## src/rtl/sample_rate_gen.sv

```systemverilog
// Playback sample-rate generator: clamped half-period divider producing div_clk and sample_tick.
// Optional window rate monitor is built only when RATE_MONITOR_EN is defined.
module sample_rate_gen #(
    parameter int unsigned WIDTH       = 16,
    parameter int unsigned DEFAULT_DIV = 1136,
    parameter int unsigned MIN_DIV     = 2,
    parameter int unsigned MAX_DIV     = 4000,
    parameter int unsigned MON_WINDOW  = 50_000_000
) (
    input  logic             clock,
    input  logic             reset,
    input  logic             enable,
    input  logic             restart,
    input  logic [WIDTH-1:0] speed_control,
    output logic             div_clk,
    output logic             sample_tick,
    output logic [WIDTH-1:0] div_active,
    output logic             div_clamped,
    output logic [15:0]      tick_count,
    output logic [15:0]      ticks_per_window
);

    typedef enum logic [1:0] {
        STOPPED,
        PHASE_LO,
        PHASE_HI
    } state_t;

    state_t           state, state_next;
    logic [WIDTH-1:0] cnt, cnt_next;
    logic             div_clk_next;
    logic             sample_tick_next;
    logic [WIDTH-1:0] div_active_next;
    logic             div_clamped_next;
    logic [15:0]      tick_count_next;

    logic             below_min;
    logic             above_max;
    logic [WIDTH-1:0] clamp_value;
    logic             boundary;

    assign below_min   = speed_control < WIDTH'(MIN_DIV);
    assign above_max   = speed_control > WIDTH'(MAX_DIV);
    assign clamp_value = below_min ? WIDTH'(MIN_DIV)
                       : above_max ? WIDTH'(MAX_DIV)
                       : speed_control;
    assign boundary    = (cnt == div_active - WIDTH'(1));

    always_ff @(posedge clock) begin
        if (reset) begin
            state       <= STOPPED;
            cnt         <= '0;
            div_clk     <= 1'b0;
            sample_tick <= 1'b0;
            div_active  <= WIDTH'(DEFAULT_DIV);
            div_clamped <= 1'b0;
            tick_count  <= '0;
        end else begin
            state       <= state_next;
            cnt         <= cnt_next;
            div_clk     <= div_clk_next;
            sample_tick <= sample_tick_next;
            div_active  <= div_active_next;
            div_clamped <= div_clamped_next;
            tick_count  <= tick_count_next;
        end
    end

    always_comb begin
        state_next       = state;
        cnt_next         = cnt;
        div_clk_next     = div_clk;
        sample_tick_next = 1'b0;
        div_active_next  = div_active;
        div_clamped_next = div_clamped;
        tick_count_next  = tick_count;

        if (!enable) begin
            state_next   = STOPPED;
            cnt_next     = '0;
            div_clk_next = 1'b0;
        end else if (restart || state == STOPPED) begin
            // Start and realign share one path: fresh low half with a new count.
            state_next       = PHASE_LO;
            cnt_next         = '0;
            div_clk_next     = 1'b0;
            div_active_next  = clamp_value;
            div_clamped_next = below_min | above_max;
        end else if (boundary) begin
            cnt_next         = '0;
            div_active_next  = clamp_value;
            div_clamped_next = below_min | above_max;
            if (state == PHASE_LO) begin
                state_next       = PHASE_HI;
                div_clk_next     = 1'b1;
                sample_tick_next = 1'b1;
                tick_count_next  = tick_count + 16'd1;
            end else begin
                state_next   = PHASE_LO;
                div_clk_next = 1'b0;
            end
        end else begin
            cnt_next = cnt + WIDTH'(1);
        end
    end

`ifdef RATE_MONITOR_EN
    localparam int unsigned WIN_W = (MON_WINDOW > 1) ? $clog2(MON_WINDOW) : 1;

    logic [WIN_W-1:0] win_cnt;
    logic [15:0]      win_ticks;

    // A tick seen on the window-end cycle still belongs to the closing window.
    always_ff @(posedge clock) begin
        if (reset) begin
            win_cnt          <= '0;
            win_ticks        <= '0;
            ticks_per_window <= '0;
        end else if (win_cnt == WIN_W'(MON_WINDOW - 1)) begin
            win_cnt          <= '0;
            win_ticks        <= '0;
            ticks_per_window <= (sample_tick && win_ticks != '1) ? win_ticks + 16'd1 : win_ticks;
        end else begin
            win_cnt <= win_cnt + WIN_W'(1);
            if (sample_tick && win_ticks != '1) begin
                win_ticks <= win_ticks + 16'd1;
            end
        end
    end
`else
    assign ticks_per_window = '0;
`endif

endmodule

```

## config.mk

```make
export PLATFORM = sky130hd
export DESIGN_NAME = sample_rate_gen
export DESIGN_NICKNAME = d
export VERILOG_FILES = /design/src/rtl/sample_rate_gen.sv
export SDC_FILE = /design/constraint.sdc
export NUM_CORES = 1
export LEC_CHECK = 0
export ABC_AREA = 1
export BUFFER_PORTS_ARGS = -buffer_cell sky130_fd_sc_hd__buf_2
export CAP_MARGIN = 5
export CORE_MARGIN = 4
export CORE_UTILIZATION = 50
export DETAILED_ROUTE_END_ITERATION = 12
export PLACE_DENSITY = 0.74
export RECOVER_POWER = 25
export SYNTH_ARGS = -nofsm -noshare
export SYNTH_HDL_FRONTEND = slang
export SYNTH_SLANG_ARGS = --single-unit
```

## constraint.sdc

```tcl
create_clock -name clock -period 1.95 [get_ports clock]
set_input_delay 0.195 -clock clock [delete_from_list [all_inputs] [get_ports clock]]
set_output_delay 0.195 -clock clock [all_outputs]
set_load 0.01 [all_outputs]
```

# --- Word level (Yosys, flattened, before mapping) ---
# Cells that the tools add are included.
classes:
  add_sub_neg: 3
  order_cmp: 2
  n_eq_ne: 2
  n_mux: 10
  n_bitwise: 4
  n_reduce_logical: 9
ops:
  columns: ["operator", "count"]
  rows:
  - ["two-way mux 16 bit", 4]
  - ["adder 16 x 1 -> 16 bit (second input constant)", 2]
  - ["equality test 16 bit", 1]
  - ["greater-than comparator 16 x 12 -> 1 bit (second input constant)", 1]
  - ["< comparator 16 x 2 -> 1 bit (second input constant)", 1]
  - ["subtractor 16 x 1 -> 16 bit (second input constant)", 1]
  - ["OR reduction 4 bit", 2]
  - ["two-way mux 1 bit", 5]
  - ["AND reduction 4 bit", 1]
  - ["NOT 1 bit", 3]
  - ["OR reduction 3 bit", 1]
  - ["equality test 2 x 1 -> 1 bit (second input constant)", 1]
  - ["zero test 2 bit", 1]
  - ["two-way mux 2 bit", 1]
  - ["AND reduction 2 bit", 1]
  - ["nonzero test 2 bit", 1]
  - ["OR reduction 2 bit", 1]
  - ["logical OR 1 bit", 1]
  - ["OR 1 bit", 1]
totals:
  regBits: 53
  in_bits: 20
  output_inout_bits: 51

# --- Longest topological paths before layout ---
logic_depth:
  word_depth: 5
  depth_mapped: 15

# --- Worst setup path before layout ---
# Ideal clock, no wire load.
synth_timing:
  path_type: "register to register"
  from: "reg div_active[0]"
  to: "reg div_active[5]"
  setup_time_ns: 0.126
  arrival_time_ns: 1.896
  required_ns: 1.824
  setup_slack_ns: -0.072
  path_stages_with_launch: 13
  synth_period_minus_slack_ns: 2.022
  cell_sequence: "dfxtp_1 > inv_1 > ha_1 > xnor2_1 > nor2_1 > nand3_1 > nor3_1 > nand3_2 > nand2_2 > nand2_4 > buf_6 > nand2_1 > nand3_1"
synth_via:
  elab_chain_cells: 4
synth_lines:
  columns: ["item", "line", "text"]
  rows:
  - ["start, declared", "17", "output logic [WIDTH-1:0] div_active,"]
  - ["start signal, assigned", "55", "div_active <= WIDTH'(DEFAULT_DIV);"]
  - ["start signal, assigned", "63", "div_active <= div_active_next;"]
  - ["subtractor 16 x 1 -> 16 bit", "47", "assign boundary = (cnt == div_active - WIDTH'(1));"]
  - ["equality test 16 bit", "47", null]
  - ["nonzero test 2 bit (no source line)", null, null]
  - ["AND reduction 2 bit (no source line)", null, null]
# Every way passes these cells.
# A chain may end at the register's enable or synchronous reset.

# --- Worst setup path after layout ---
layout_timing:
  from: "reg div_active[1]"
  to: "reg div_active[8]"
# The elaborated chain is that of the path after synthesis.

==> flow_summary.yaml <==
floorplanning:
  floorplan.rows: 30
  die_height_um: 91.38
  core_area_um2: 6756
  chipWidth_um: 91.38
  io_pins: 71
  initial_utilization_pct: 51.44
  die_area_um2: 8349
setup_path:
  cp-end-kind: "flop"
  timing.critical_path.from_type: "flop"
  path_max_fanout: 8
  timing.setup.critical_path_class: "flop to flop"
  timing.critical_path.cells: "inv_4 > ha_4 > nand2_4 > nor2_4 > o21ai_2 > nand2_2 > nand2_2 > nor3_4 > nand3_4 > nand2_8 > buf_8 > nand3_2 > a21oi_2"
  critical_path.reg2reg.startpoint: "div_active[1]$_SDFFE_PP0P_"
  cp_common_cell: "sky130_fd_sc_hd__nand2_2"
  crit_path_top_delay_cell: "sky130_fd_sc_hd__dfxtp_4"
  arrival_time_worst_endpoint_ns: 2.25
  startpoint: "div_active[1]$_SDFFE_PP0P_"
  critical-path-max-stage-delay_ns: 0.37
  critical_path_required_ns: 2.19
sta:
  slew_viol_final: 0
  pin_slew_with_the_least_headroom_to_its_limit_ns: 0.5828
  rsz0062_at_grt: "yes"
  max_slew_margin_pct: 61.00
  hold_viol: 0
  fmax_mhz: 498.6
  setup_ws_ns: -0.05553
  timing.final.setup_violations: 29
  worst_clock_skew_on_the_final_layout_ns: 0.004909
  min_period_over_period_pct: 102.8
  final_period_demand_of_the_worst_path_ns: 2.006
layout:
  syn_to_final_growth_pct: 27.36
  final_nets: 632
  multi_input_comb_area_um2: 2381
  final-instance-count-excl-fill: 690
  n_fill_cell: 595
  insertedDiodeCount: 0
  final_design_utilization_pct: 65.52
  sequential_cell_area_um2: 1060
  post_route_cells_drive_above_1_share_pct: 32.46
power_and_ir_drop:
  pwr-share-comb_pct: 16.5
  post-layout-total-power_mw: 2.201
  vdd_ir_drop_max_uv: 332.4
  relative_contribution_of_the_clock_network_to_total_power_pct: 33.2
  power.density_cell_area_nw_per_um2: 497.1
  seqPwrFrac_pct: 50.3
  cell_internal_pwr_mw: 1.598
  power_switching_mw: 0.6021
  sw_frac_of_total_pct: 27.36
  static-leakage-power_nw: 1.934
run_status:
  violated_checks: "setup timing"
  status: "complete, but fails checks"
cts:
  cts_inserted_buffers: 5
  clock_tree.root_cell: "sky130_fd_sc_hd__clkbuf_8"
  clock_sinks: 52
  clock_insertion_delay_worst_skew_ns: 0.31
  clk_pin_slew_ns: 0.09
  tritoncts: "built"
  h-tree-depth: 2
  ctsLongestPathBuffers: 2
global_routing:
  grt_pass1_vias: 3215
  antenna_found_initial: 0
  globalRouteTotalUtil_pct: 21.00
  grt_pass1_wl_um: 14590
  globalRouteOverflowTotal: 0
  grt_max_degree: 29
synthesis:
  mappedNetlistArea_um2: 3476
  syn_inst: 524
  synth-seq-area-share_pct: 29.95
  ys_seq_elements: 52
  synth.distinct_cells: 35
  synth-warning-count: 0
  syn_avg_cell_area_um2: 6.633
placement:
  finalWeightedCongestion: 0.9456
  place.port_buffers: 54
  dp_slack_ns: -0.2323
  post-place-cells: 676
  half_perimeter_wire_length_after_detailed_placement_um: 6598
flow_run:
  max_cap_violations: 0
detailed_routing:
  route.detailed.wl_per_inst_um: 13.34
  dr_total_vias: 3626
  drcViolationCount: 0
  detail_route.vias_per_cell: 5.255
  routed_wirelength_um: 9207
  detail_route.iter0.violations: 150
  drtPass1Iterations: 5
  antenna_left: 0
worst_hold_path:
  holdCritStartpoint: "speed_control[4]"
  hold_class: "primary input to flop"
[area by class of cell]
type / count / area share (%)
timing repair buffer: 90 / 12.52
sequential: 52 / 23.94
multi-input combinational: 403 / 53.79
clock inverter: 2 / 0.7914
tap: 80 / 2.261
clock buffer: 6 / 1.639
inverter: 56 / 4.918
timing repair inverter: 1 / 0.1413
[per-layer routing]
| layer | vias to the layer above | GRT usage, % | part of all wire (%) |
|---|---|---|---|
| met5 | - | 0 | 0 |
| met4 | 0 | 7.538 | 2.2 |
| met3 | 18 | 3.811 | 5.9 |
| met2 | 124 | 32.92 | 47 |
| met1 | 1664 | 28.76 | 45 |
| li1 | 1820 | - | - |
[kinds of logic (layout without fill, tap and decap cells)]
family                   after synthesis  in the layout  share of synthesized area [%]
AND/OR/NAND/NOR                      308            310                          41.50
buffers and inverters                 86            155                          12.60
flip-flops                            52             52                          29.95
AO/OA/AOI/OAI                         40             40                          6.191
XOR/XNOR                              34             34                          8.567
adder cells (fa/ha/maj)                3              3                          1.080
other                                  1             16                         0.1079
[path summary, 6_finish.rpt]
kind | end | slack [ns] | cells after the start
worst max-delay path | div_active[8]$_SDFFE_PP0P_ | -0.06 | 13
worst min-delay path | div_active[4]$_SDFFE_PP1P_ | 0.17 | 3
worst max register to register | div_active[8]$_SDFFE_PP0P_ | -0.06 | 13
worst min register to register | cnt[0]$_SDFF_PP0_ | 0.47 | 1
[registers in the layout, summed over array words and instances (netlist names)]
name,count
sample_tick,1
div_clamped,1
tick_count,16
div_active,16
cnt,16
div_clk,1
state,1
[cells in the final DEF (no fill, tap or decap), drive strengths merged]
cell type	instances
nand3	44
clkinv	3
o21ai	9
buf	83
xor2	21
a21oi	28
or3	1
clkbuf	13
xnor2	13
dfxtp	52
nor2	89
conb	16
nand3b	4
nor4	3
or2	5
nor3	11
inv	55
bufinv	1
nand4	23
ha	3
nand2	130
o21bai	1
o211ai	2
[synth_stat cells]
library cell / count / area share (%)
sky130_fd_sc_hd__nand2_1: 123 / 13
sky130_fd_sc_hd__nor2_1: 76 / 8.2
sky130_fd_sc_hd__dfxtp_1: 52 / 30
sky130_fd_sc_hd__inv_1: 52 / 5.6
sky130_fd_sc_hd__nand3_1: 38 / 5.5
sky130_fd_sc_hd__a21oi_1: 27 / 3.9
sky130_fd_sc_hd__nand4_1: 23 / 4.1
sky130_fd_sc_hd__xor2_1: 21 / 5.3
sky130_fd_sc_hd__buf_4: 16 / 3.5
sky130_fd_sc_hd__xnor2_1: 13 / 3.3
sky130_fd_sc_hd__nor3_1: 11 / 1.6
sky130_fd_sc_hd__buf_6: 7 / 2.3
sky130_fd_sc_hd__nor2_2: 7 / 1.3
sky130_fd_sc_hd__o21ai_0: 7 / 1.0
sky130_fd_sc_hd__clkbuf_1: 5 / 0.54
sky130_fd_sc_hd__nand2_2: 5 / 0.90
sky130_fd_sc_hd__nor2_4: 5 / 1.6
sky130_fd_sc_hd__or2_2: 5 / 0.90
sky130_fd_sc_hd__nand3_2: 4 / 1.2
sky130_fd_sc_hd__nand3b_1: 4 / 0.86
sky130_fd_sc_hd__ha_1: 3 / 1.1
sky130_fd_sc_hd__inv_2: 3 / 0.32
sky130_fd_sc_hd__nor4_1: 3 / 0.54
sky130_fd_sc_hd__buf_2: 2 / 0.29
sky130_fd_sc_hd__o211ai_1: 2 / 0.43
sky130_fd_sc_hd__a21oi_2: 1 / 0.25
sky130_fd_sc_hd__clkinv_1: 1 / 0.11
sky130_fd_sc_hd__conb_1: 1 / 0.11
sky130_fd_sc_hd__nand2_4: 1 / 0.32
sky130_fd_sc_hd__nand3_4: 1 / 0.50
sky130_fd_sc_hd__nor2_8: 1 / 0.58
sky130_fd_sc_hd__o21ai_1: 1 / 0.14
sky130_fd_sc_hd__o21ai_2: 1 / 0.25
sky130_fd_sc_hd__o21bai_1: 1 / 0.22
sky130_fd_sc_hd__or3_1: 1 / 0.18
[critical path, delay by kind of cell (launching register included)]
family | cells | cell delay, ns
buffers and inverters | 2 | 0.20
AOI/OAI and AO/OA | 2 | 0.22
adders and majority gates | 1 | 0.16
DFF | 1 | 0.37
and+or+nand+nor | 8 | 0.98
[repair_timing]
item | in CTS | in global routing
pin swaps | 18 | 27
endpoints found under the setup margin | 51 | 51
hold buffers | 0 | 0
buffers inserted | 2 | 2
gates resized for setup | 30 | 67
cloned | 1 | 2
[metrics by stage]
step | instance area, um2 | setup TNS [ns] | hold WS, ns
2_1_floorplan | 3551 | 0 | 0.3531
3_3_place_gp | 3941 | -0.4855 | 0.4552
3_5_place_dp | 3941 | -6.754 | 0.4659
4_1_cts | 4172 | 0 | 0.1602
5_1_grt | 4427 | -7.142 | 0.1775
6_report | 4427 | -0.8264 | 0.1705
[power groups by stage]
stage	sequential, mW	clock [mW]	combinational, mW
4_1_cts	1.11	0.753	0.322
3_3_place_gp	1.13	0	0.293
3_5_place_dp	1.13	0	0.298
5_1_grt	1.11	0.806	0.396
2_1_floorplan	1.13	0	0.211
6_report	1.11	0.730	0.363
Note: power is estimated with default switching activity, not from simulation.
